$ cat config.mk
export PLATFORM = sky130hd
export DESIGN_NAME = hazard_ctrl
export DESIGN_NICKNAME = d
export VERILOG_FILES = /design/src/rtl/hazard_pkg.sv /design/src/rtl/hazard_ctrl_fwd_sel_gen.sv /design/src/rtl/hazard_ctrl.sv
export SDC_FILE = /design/constraint.sdc
export NUM_CORES = 1
export LEC_CHECK = 0
export CORE_ASPECT_RATIO = 1.4
export CORE_MARGIN = 5
export CORE_UTILIZATION = 25
export DETAILED_ROUTE_END_ITERATION = 16
export GPL_ROUTABILITY_DRIVEN = 0
export GPL_TIMING_DRIVEN = 0
export MAX_ROUTING_LAYER = met4
export PLACE_DENSITY = 0.78
export SLEW_MARGIN = 20
export SYNTH_ARGS = -nofsm -noshare
export SYNTH_HDL_FRONTEND = slang
export SYNTH_SLANG_ARGS = --single-unit
$ cat constraint.sdc
create_clock -name vclk -period 1.52
set_input_delay 0.304 -clock vclk [all_inputs]
set_output_delay 0.304 -clock vclk [all_outputs]
set_load 0.01 [all_outputs]
$ cat src/rtl/hazard_pkg.sv
// hazard_pkg: FSM state and forwarding-select encodings shared by hazard_ctrl and fwd_sel_gen
package hazard_pkg;
  typedef enum logic {RUN = 1'b0, MISS = 1'b1} state_e;
  localparam logic [1:0] FWD_REG = 2'b00;
  localparam logic [1:0] FWD_MEM = 2'b01;
  localparam logic [1:0] FWD_WB  = 2'b10;
endpackage

$ cat src/rtl/hazard_ctrl_fwd_sel_gen.sv
// fwd_sel_gen: per-operand EX forwarding select; MEM beats WB, x0 never forwarded
module fwd_sel_gen
  import hazard_pkg::*;
(
  input  logic [4:0] src_i,
  input  logic [4:0] rd_mem_i,
  input  logic       wen_mem_i,
  input  logic [4:0] rd_wb_i,
  input  logic       wen_wb_i,
  output logic [1:0] sel_o
);
  logic mem_hit, wb_hit;
  assign mem_hit = wen_mem_i && rd_mem_i != 5'd0 && rd_mem_i == src_i;
  assign wb_hit  = wen_wb_i && rd_wb_i != 5'd0 && rd_wb_i == src_i;
  assign sel_o   = mem_hit ? FWD_MEM : (wb_hit ? FWD_WB : FWD_REG);
endmodule

$ cat src/rtl/hazard_ctrl.sv
// hazard_ctrl: RV32I 5-stage hazard/stall/forwarding controller.
// Define HAZARD_PERF_EN to enable saturating stall/flush/load-use counters.
module hazard_ctrl
  import hazard_pkg::*;
#(
  parameter int CNT_W = 32
) (
  input  logic             clk,
  input  logic             rst,
  input  logic [4:0]       reg1_src_ID,
  input  logic [4:0]       reg2_src_ID,
  input  logic [4:0]       reg1_src_EX,
  input  logic [4:0]       reg2_src_EX,
  input  logic [4:0]       reg_dest_EX,
  input  logic [4:0]       reg_dest_MEM,
  input  logic [4:0]       reg_dest_WB,
  input  logic             load_EX,
  input  logic             reg_write_en_MEM,
  input  logic             reg_write_en_WB,
  input  logic             br_taken_EX,
  input  logic             jalr_EX,
  input  logic             jal_ID,
  input  logic             dcache_miss,
  output logic             bubbleF,
  output logic             bubbleD,
  output logic             bubbleE,
  output logic             bubbleM,
  output logic             bubbleW,
  output logic             flushF,
  output logic             flushD,
  output logic             flushE,
  output logic             flushM,
  output logic             flushW,
  output logic [1:0]       fwd1_sel,
  output logic [1:0]       fwd2_sel,
  output logic [CNT_W-1:0] stall_cnt,
  output logic [CNT_W-1:0] flush_cnt,
  output logic [CNT_W-1:0] lduse_cnt
);
  state_e state_q, state_d;
  logic miss, redirect, lduse, jal;
  logic [1:0] fwd1, fwd2;
  always_comb begin
    state_d = state_q;
    if (state_q == RUN && dcache_miss) state_d = MISS;
    if (state_q == MISS && !dcache_miss) state_d = RUN;
  end
  always_ff @(posedge clk) begin
    state_q <= rst ? RUN : state_d;
  end
  // Miss is honoured in either state and releases the cycle it drops, masking lower rules meanwhile
  assign miss     = !rst && dcache_miss;
  assign redirect = !rst && !dcache_miss && (br_taken_EX || jalr_EX);
  assign lduse    = !rst && !dcache_miss && !(br_taken_EX || jalr_EX) && load_EX &&
                    reg_dest_EX != 5'd0 &&
                    (reg_dest_EX == reg1_src_ID || reg_dest_EX == reg2_src_ID);
  assign jal      = !rst && !dcache_miss && !(br_taken_EX || jalr_EX) && !lduse && jal_ID;
  assign bubbleF  = miss || lduse;
  assign bubbleD  = miss || lduse;
  assign bubbleE  = miss;
  assign bubbleM  = miss;
  assign bubbleW  = 1'b0;
  assign flushF   = rst;
  assign flushD   = rst || redirect || jal;
  assign flushE   = rst || redirect || lduse;
  assign flushM   = rst;
  assign flushW   = rst || miss;
  fwd_sel_gen u_fwd1 (
    .src_i(reg1_src_EX), .rd_mem_i(reg_dest_MEM), .wen_mem_i(reg_write_en_MEM),
    .rd_wb_i(reg_dest_WB), .wen_wb_i(reg_write_en_WB), .sel_o(fwd1)
  );
  fwd_sel_gen u_fwd2 (
    .src_i(reg2_src_EX), .rd_mem_i(reg_dest_MEM), .wen_mem_i(reg_write_en_MEM),
    .rd_wb_i(reg_dest_WB), .wen_wb_i(reg_write_en_WB), .sel_o(fwd2)
  );
  assign fwd1_sel = rst ? FWD_REG : fwd1;
  assign fwd2_sel = rst ? FWD_REG : fwd2;
`ifdef HAZARD_PERF_EN
  logic [CNT_W-1:0] stall_q, stall_d, flush_q, flush_d, lduse_q, lduse_d;
  always_comb begin
    stall_d = (bubbleF && !(&stall_q)) ? stall_q + CNT_W'(1) : stall_q;
    flush_d = (redirect && !(&flush_q)) ? flush_q + CNT_W'(1) : flush_q;
    lduse_d = (lduse && !(&lduse_q)) ? lduse_q + CNT_W'(1) : lduse_q;
  end
  always_ff @(posedge clk) begin
    stall_q <= rst ? '0 : stall_d;
    flush_q <= rst ? '0 : flush_d;
    lduse_q <= rst ? '0 : lduse_d;
  end
  assign stall_cnt = stall_q;
  assign flush_cnt = flush_q;
  assign lduse_cnt = lduse_q;
`else
  assign stall_cnt = '0;
  assign flush_cnt = '0;
  assign lduse_cnt = '0;
`endif
endmodule
==> flow_summary.json <==
{
  "status": "finished with violations",
  "violations": "negative setup slack",
  "drc": 0,
  "power_density_nw_per_um2": 272,
  "worstPathCellList": "clkdlybuf4s15_1, xor2_1, or4_4, nor4_4, buf_2",
  "syn_area_um2": 1240,
  "drive_gt1_share_pct": 50.0,
  "ys_seq_area_share_pct": 0,
  "grt_pass1_wl_um": 5760,
  "grt_pass1_vias": 1282,
  "synth_top_family_by_area": "buffers and inverters",
  "initial_core_util_pct": 25.6,
  "core_area_um2": 4840,
  "rsz0062_at_grt": "true",
  "grt_start_max_net_pins": 10,
  "period_needed_ps": 1880,
  "routed_wl_um": 3870,
  "final-seq-area_um2": 0,
  "fin_util_pct": 49.2,
  "synthAdderAreaFrac_pct": 0,
  "die_y_um": 93.3,
  "power.total_mw": 0.648,
  "synth_top_area_share_pct": 61.2,
  "yosysMostFrequentCell": "buf_4",
  "nets": 374,
  "finalWorstSetupSlack_ps": -358,
  "area_delta_synth_final_pct": 92.0,
  "worstSetupPathType": "in2out",
  "ir_drop_mv": 0.108,
  "antenna_found_initial": 0,
  "first_iter_violations": 7,
  "fin_crit_sh_pct": 124,
  "hold_ws_ps": 952,
  "p_leak_nw": 1.40,
  "hold_viol": 0,
  "yosys.area_share.simple_pct": 12.0,
  "critical-path-max-stage-delay_ps": 430,
  "max_freq_mhz": 532,
  "synth_area_leader_cell": "buf_4",
  "synth_compound_area_share_pct": 5.05,
  "yosys.cell_types.count": 23,
  "drtPass1Iterations": 3,
  "dp_hpwl_um": 3480,
  "nClkBuffers": 0,
  "die_area_um2": 6490,
  "pre_cts_ws_ps": -1350,
  "portBuffers": 56,
  "synth_mux_area_share_pct": 0,
  "rows": 30,
  "dp_cells": 382,
  "syn-mean-instance-area_um2": 7.47,
  "synth.cells.most_frequent": "buf_4 (101), xnor2_1 (20), xor2_1 (10)",
  "antennaDiodeCount": 0,
  "die_w_um": 69.5,
  "critical_path.endpoint_type": "output port",
  "finalSetupViolCount": 8,
  "cp_slowest_cell": "or4_4",
  "drv_slew": 0,
  "syn_inst": 166,
  "io_pins": 154,
  "layout.cells.non_filler": 392,
  "maxCapViolCount": 0,
  "cp.arrival_ps": 1570,
  "grt_usage_pct": 10.8,
  "yosysWarnings": 0,
  "via_count": 1292,
  "startpoint_type": "input port",
  "cp_max_fo": 2,
  "seq_cell_count": 0,
  "antenna_left": 0,
  "synth_xor_area_share_pct": 21.2,
  "via_per_inst": 3.30,
  "synthTopCellsByArea": "buf_4 (61%), xnor2_1 (14%), xor2_1 (7.1%)",
  "grt_overflow_total": 0,
  "drt-wirelength-per-cell_um": 9.87,
  "min_path_type": "in2out",
  "required_ps": 1220
}
## cells in the final DEF (no fill, tap or decap), drive strengths merged
cell type,netlist,routed
clkdlybuf4s15,0,6
nor2b,1,1
conb,1,97
clkbuf,0,7
o21a,1,1
dlygate4sd2,0,10
buf,101,135
xor2,10,10
o21ba,1,1
nor4,4,4
o21ai,4,4
o22ai,1,1
dlymetal6s2s,0,2
clkdlybuf4s50,0,7
nand3,4,4
or2,1,1
nand2b,1,1
nor3,2,2
o21bai,1,1
inv,1,1
nand2,5,5
a211oi,1,1
xnor2,20,20
or3,1,1
or4,5,5
## repair_timing
action,in CTS,in global routing
endpoints found under the setup margin,13,10
resized for setup,133,58
hold buffers,0,0
setup buffers,7,3
pin swaps,25,19
hold endpoints to repair,0,0
## through the flow
step | cell area (um^2) | TNS [ps]
after floorplan | 1630 | -384
after global placement | 2270 | -12100
after detailed placement | 2270 | -12130
after CTS | 2320 | -2970
after global routing | 2380 | -2800
final | 2380 | -2520
## layout make-up
class	instances	area (um^2)
fillers	473	2460
multi-input cells	160	966
plain buffers	101	758
repair buffers	66	573
well taps	64	80.1
inverters	1	3.75
## where the power goes
| group | internal (mW) | total (mW) | switching (mW) | leakage (nW) |
|---|---|---|---|---|
| registers | 0 | 0 | 0 | 0 |
| clock network | 0 | 0 | 0 | 0 |
| logic | 0.358 | 0.648 | 0.290 | 1.40 |
## critical path: cells and delay by family
kind          cells  cell delay [ps]
xor+xnor          1              180
simple gates      2              700
buf+inv           2              380
## cells by family after synthesis
group,Yosys count
buffers and inverters,102
xor gates and xnor gates,30
and+or+nand+nor,24
AOI/OAI and AO/OA,9
other,1
## routing by layer
layer	GRT usage, %	part of all wire [%]
met4	0.977	0.96
met5	-	0
met2	20.5	52
met1	11.2	35
met3	3.44	12
## final timing paths
check	from	endpoint	slack, ps	depth (start not counted)
worst max-delay path	reg1_src_EX[2]	fwd1_sel[1]	-360	5
worst min-delay path	rst	fwd1_sel[0]	950	4
Power figures use the tool's default switching activity.
